[config.mk]
export PLATFORM = sky130hd
export DESIGN_NAME = dmem_arbiter
export DESIGN_NICKNAME = d
export VERILOG_FILES = /design/src/rtl/dmem_arbiter.sv
export SDC_FILE = /design/constraint.sdc
export NUM_CORES = 1
export LEC_CHECK = 0
export CAP_MARGIN = 10
export CORE_MARGIN = 3
export CORE_UTILIZATION = 46
export CTS_BUF_LIST = sky130_fd_sc_hd__clkbuf_4
export CTS_CLUSTER_SIZE = 24
export DETAILED_ROUTE_END_ITERATION = 8
export HOLD_SLACK_MARGIN = 0.02
export PLACE_DENSITY = 0.87
export SYNTH_ARGS = -nofsm -noshare
export SYNTH_HDL_FRONTEND = slang
export SYNTH_SLANG_ARGS = --single-unit
[constraint.sdc]
create_clock -name clk -period 5.4 [get_ports clk]
set_clock_uncertainty 0.2 [all_clocks]
set_input_delay 0.81 -clock clk [delete_from_list [all_inputs] [get_ports clk]]
set_output_delay 0.81 -clock clk [all_outputs]
set_load 0.01 [all_outputs]
[src/rtl/dmem_arbiter.sv]
// ============================================================================
// Module  : dmem_arbiter
// Purpose : Round-robin two-core arbiter sequencing single accesses to data_mem.
// Revision: 1.0 - initial release
// ============================================================================
`default_nettype none

module dmem_arbiter #(
  parameter int n         = 32,
  parameter int dmem_size = 6,
  parameter int MEM_LAT   = 1
) (
  input  logic                 clk,
  input  logic                 reset,
  input  logic                 c0_req,
  input  logic                 c0_we,
  input  logic [dmem_size-1:0] c0_addr,
  input  logic [n-1:0]         c0_wdata,
  output logic                 c0_ack,
  output logic [n-1:0]         c0_rdata,
  input  logic                 c1_req,
  input  logic                 c1_we,
  input  logic [dmem_size-1:0] c1_addr,
  input  logic [n-1:0]         c1_wdata,
  output logic                 c1_ack,
  output logic [n-1:0]         c1_rdata,
  output logic [dmem_size-1:0] dmem_address,
  output logic [n-1:0]         dmem_wdata,
  output logic                 load_control,
  output logic                 store_control,
  input  logic [n-1:0]         dmem_rdata,
  output logic                 busy,
  output logic                 last_grant
);

  localparam int CNT_W = 3;

  typedef enum logic [1:0] {
    IDLE  = 2'd0,
    ISSUE = 2'd1,
    WAIT  = 2'd2,
    RESP  = 2'd3
  } state_t;

  state_t               state_q, state_d;
  logic                 owner_q, owner_d;
  logic                 we_q, we_d;
  logic                 last_grant_q, last_grant_d;
  logic [dmem_size-1:0] addr_q, addr_d;
  logic [n-1:0]         wdata_q, wdata_d;
  logic [n-1:0]         c0_rdata_q, c0_rdata_d;
  logic [n-1:0]         c1_rdata_q, c1_rdata_d;
  logic [CNT_W-1:0]     cnt_q, cnt_d;
  logic                 grant_idx;

  always_ff @(posedge clk or posedge reset) begin
    if (reset) begin
      state_q      <= IDLE;
      owner_q      <= 1'b0;
      we_q         <= 1'b0;
      last_grant_q <= 1'b1;
      addr_q       <= '0;
      wdata_q      <= '0;
      c0_rdata_q   <= '0;
      c1_rdata_q   <= '0;
      cnt_q        <= '0;
    end else begin
      state_q      <= state_d;
      owner_q      <= owner_d;
      we_q         <= we_d;
      last_grant_q <= last_grant_d;
      addr_q       <= addr_d;
      wdata_q      <= wdata_d;
      c0_rdata_q   <= c0_rdata_d;
      c1_rdata_q   <= c1_rdata_d;
      cnt_q        <= cnt_d;
    end
  end

  always_comb begin
    state_d      = state_q;
    owner_d      = owner_q;
    we_d         = we_q;
    last_grant_d = last_grant_q;
    addr_d       = addr_q;
    wdata_d      = wdata_q;
    c0_rdata_d   = c0_rdata_q;
    c1_rdata_d   = c1_rdata_q;
    cnt_d        = cnt_q;
    // On a tie the core that did not win last time is chosen.
    grant_idx    = (c0_req && c1_req) ? ~last_grant_q : c1_req;

    case (state_q)
      IDLE: begin
        if (c0_req || c1_req) begin
          owner_d      = grant_idx;
          last_grant_d = grant_idx;
          we_d         = grant_idx ? c1_we    : c0_we;
          addr_d       = grant_idx ? c1_addr  : c0_addr;
          wdata_d      = grant_idx ? c1_wdata : c0_wdata;
          state_d      = ISSUE;
        end
      end
      ISSUE: begin
        cnt_d   = CNT_W'(MEM_LAT);
        state_d = WAIT;
      end
      WAIT: begin
        if (cnt_q <= CNT_W'(1)) begin
          if (!we_q) begin
            if (owner_q) c1_rdata_d = dmem_rdata;
            else         c0_rdata_d = dmem_rdata;
          end
          state_d = RESP;
        end else begin
          cnt_d = cnt_q - CNT_W'(1);
        end
      end
      RESP: begin
        state_d = IDLE;
      end
      default: begin
        state_d = IDLE;
      end
    endcase
  end

  // Strobes and acks decode from the state register so reset kills them at once.
  assign load_control  = (state_q == ISSUE) && !we_q;
  assign store_control = (state_q == ISSUE) &&  we_q;
  assign c0_ack        = (state_q == RESP)  && !owner_q;
  assign c1_ack        = (state_q == RESP)  &&  owner_q;
  assign busy          = (state_q != IDLE);
  assign last_grant    = last_grant_q;
  assign dmem_address  = addr_q;
  assign dmem_wdata    = wdata_q;
  assign c0_rdata      = c0_rdata_q;
  assign c1_rdata      = c1_rdata_q;

endmodule

`default_nettype wire
==> flow_summary.toml <==
[die]
core-area_sq_mm = 0.0104
rows = 37
fp.dieW_um = 109
dieArea_sq_mm = 0.0119
initial_utilization_pct = 47.3
ios = 222
die_y_um = 109

[worst_setup_path]
cp_max_fo = 6
rr_endpoint = "c0_rdata[25]$_DFFE_PP0P_"
cp_data_required_time_ns = 4.39
r2r_start = "state_q[0]$_DFFE_PP0P_"
path_cells = "inv_1, ha_1, inv_1, clkdlybuf4s50_1"
cpMostUsedCell = "inv_1"
crit_end = "busy"
cp_top_family = "buffers and inverters"
reg2reg_depth = 5
slowest_delay_ns = 0.57
cp.depth = 4
cp-startpoint = "state_q[0]$_DFFE_PP0P_"
critPathKind = "reg2out"
cp_num_buf_inv = 3
cp_slowest_cell = "clkdlybuf4s50_1"
rrSetupSlack_ns = 2.79
startpoint_type = "flop"
cp-end-kind = "output port"
arrival_ns = 1.95

[logic_synthesis]
yosysTopAreaCellShare_pct = 55.6
ys_seq_elements = 110
synth_largest_area_cell = "dfrtp_1"
avgSynthCellArea_sq_um = 13.8
netlist_area_sq_mm = 0.00491
yosysSeqAreaShare_pct = 56.1
yosys_most_used_dff = "dfrtp_1"
synth-compound-area-share_pct = 6.25
yosys-top-cells-area = "dfrtp_1 56%, mux2_4 18%, mux2i_1 8.0%"
yosysMostFrequentCell = "dfrtp_1"
synth_fa_ha_area_share_pct = 1.53
synth_mux_area_share_pct = 27.5
synthSimpleGateAreaFrac_pct = 5.30
synthCells = 356
yosysUniqueCellTypes = 34
synth_top_family_by_area = "multiplexers"
synth_warnings = 0
synth_xor_xnor_area_share_pct = 0
synth_edf_count = 0
synthTopCellsByCount = "109 x dfrtp_1, 60 x mux2_4, 43 x nand2_1, 42 x o21ai_0, 39 x mux2i_1"
synthArstFlopShare_pct = 100
syn-num-nets = 476

[clocking]
clockBufferDepth = 2
cts_tree = "done"
root_buffer = "clkbuf_4"
cts_resized = 0
cts_sinks = 110
htree_levels = 3
cts_setup_buffers = 0
cts_hold_buf = 0
cts_buffers = 9
insertion_delay_ns = 0.42
clkTransAtPathRegs_ns = 0.16

[timing]
post-route-period-util_pct = 54.8
period_needed_ns = 2.96
holdWs_ns = 0.298
fin_tns_setup_ns = 0
fmax_mhz = 338
rsz0062_at_grt = "no"
drv_slew = 0
setup_violations = 0
setup_ws_ns = 2.44
worst_slew_pin_slew_ns = 1.12
hold_viol = 0
slew_headroom_pct = 25.0

[hold_path]
min_path_type = "reg2reg"
hp-start = "dmem_wdata[3]$_DFFE_PP0P_"

[placement]
routabilityCongestion = 0.749
hpwl_mm = 9.50
portBuffers = 221
dpl-instance-area_sq_mm = 0.00719
dp_worst_setup_slack_ns = 2.25
dp_cells = 697

[route]
drt-total-wl_mm = 12.4
wl_per_cell_um = 17.4
antenna_left = 0
vias_per_cell = 5.01
drc = 0
drt_iter0_drc = 170
drtPass1Iterations = 6
vias = 3572

[flow_run]
cap_violations = 0

[power]
max-vdd-ir-drop_uv = 269
powerDensity_mw_per_mm2 = 556
leakage_nw = 3.43

[layout]
area_growth_pct = 49.6
register_area_sq_mm = 0.00275
drive_above_1_share_pct = 15.8
nFillCells = 726
fin_cells = 713
final_area_sq_mm = 0.00734
finalNetCount = 692
num_antenna_cells = 0
multiInputGateArea_sq_mm = 0.00200

[grt]
grtUsageTotal_pct = 20.7
grt_max_degree = 86
grt_pass1_wl_mm = 19.2
grt_overflow_total = 0
first_global_vias = 3785
antenna_found_initial = 0

[run_status]
outcome = "complete, no violations"
-- worst register-to-register path, cell delays in order (launching register included) --
cell,delay (ns)
dfrtp_1,0.45
inv_1,0.10
ha_1,0.29
nor4b_4,0.25
nand2_2,0.64
mux2_4,0.57
-- per-stage QoR --
step	util, %	total power (W)
after floorplan	-	0.00258
after global placement	69.4	0.00361
after detailed placement	69.4	0.00369
after CTS	70.8	0.00413
after global routing	70.8	0.00434
final	70.8	0.00408
-- final cells by class --
type / count / area share (%)
Timing Repair Buffer: 224 / 30.4
Tap cell: 136 / 2.32
Multi-Input combinational cell: 219 / 27.3
Inverter: 8 / 0.443
Sequential cell: 110 / 37.5
Clock buffer: 9 / 0.920
Clock inverter: 7 / 1.11
-- worst min-delay path by stage --
stage	end	depth (start not counted)	slack, ns
global route	dmem_address[1]$_DFFE_PP0P_	2	0.33
detailed placement	dmem_address[1]$_DFFE_PP0P_	2	0.27
CTS	dmem_wdata[3]$_DFFE_PP0P_	2	0.30
floorplan	state_q[1]$_DFFE_PP0P_	1	0.31
global placement	dmem_wdata[23]$_DFFE_PP0P_	2	0.26
finish	dmem_wdata[3]$_DFFE_PP0P_	2	0.30
-- cell usage in the layout, fill, tap and decap left out, types with 2 or more instances in the layout --
cell type,n
ha_1,6
nand2_2,2
nand2_1,43
and2_1,2
clkbuf_4,9
dfrtp_1,109
o21ai_0,42
clkdlybuf4s50_1,221
inv_1,7
inv_8,2
mux2_2,4
mux2i_1,39
nor2b_1,3
clkinvlp_4,2
buf_4,3
mux2_4,60
-- cells by family after synthesis --
family | after synthesis
AOI/OAI and AO/OA | 54
adders and majority gates | 6
buffers and inverters | 27
DFF | 110
muxes | 104
and+or+nand+nor | 55
-- registers in the layout (all words and copies together) (netlist names) --
register and count:
dmem_wdata 32, state_q 2, we_q 1, dmem_address 6
owner_q 1, last_grant 1, cnt_q 3, c1_rdata 32
c0_rdata 32
-- report_power, final --
group	leakage, nW	switching [W]	internal [W]	total (W)
clock	0.0760	0.000276	0.000148	0.000424
sequential	1.31	0.000253	0.00123	0.00149
combinational	2.04	0.000830	0.00134	0.00217
-- routing by layer --
metal / vias to the layer above / global-route usage (%) / routed length [um]
met2: 166 / 36.3 / 6110
met3: 11 / 6.63 / 1260
met4: 0 / 4.36 / 117
met1: 1732 / 24.9 / 4890
met5: - / 0 / 0
li1: 1663 / - / -
No activity file was read; power rests on OpenSTA's default activity.
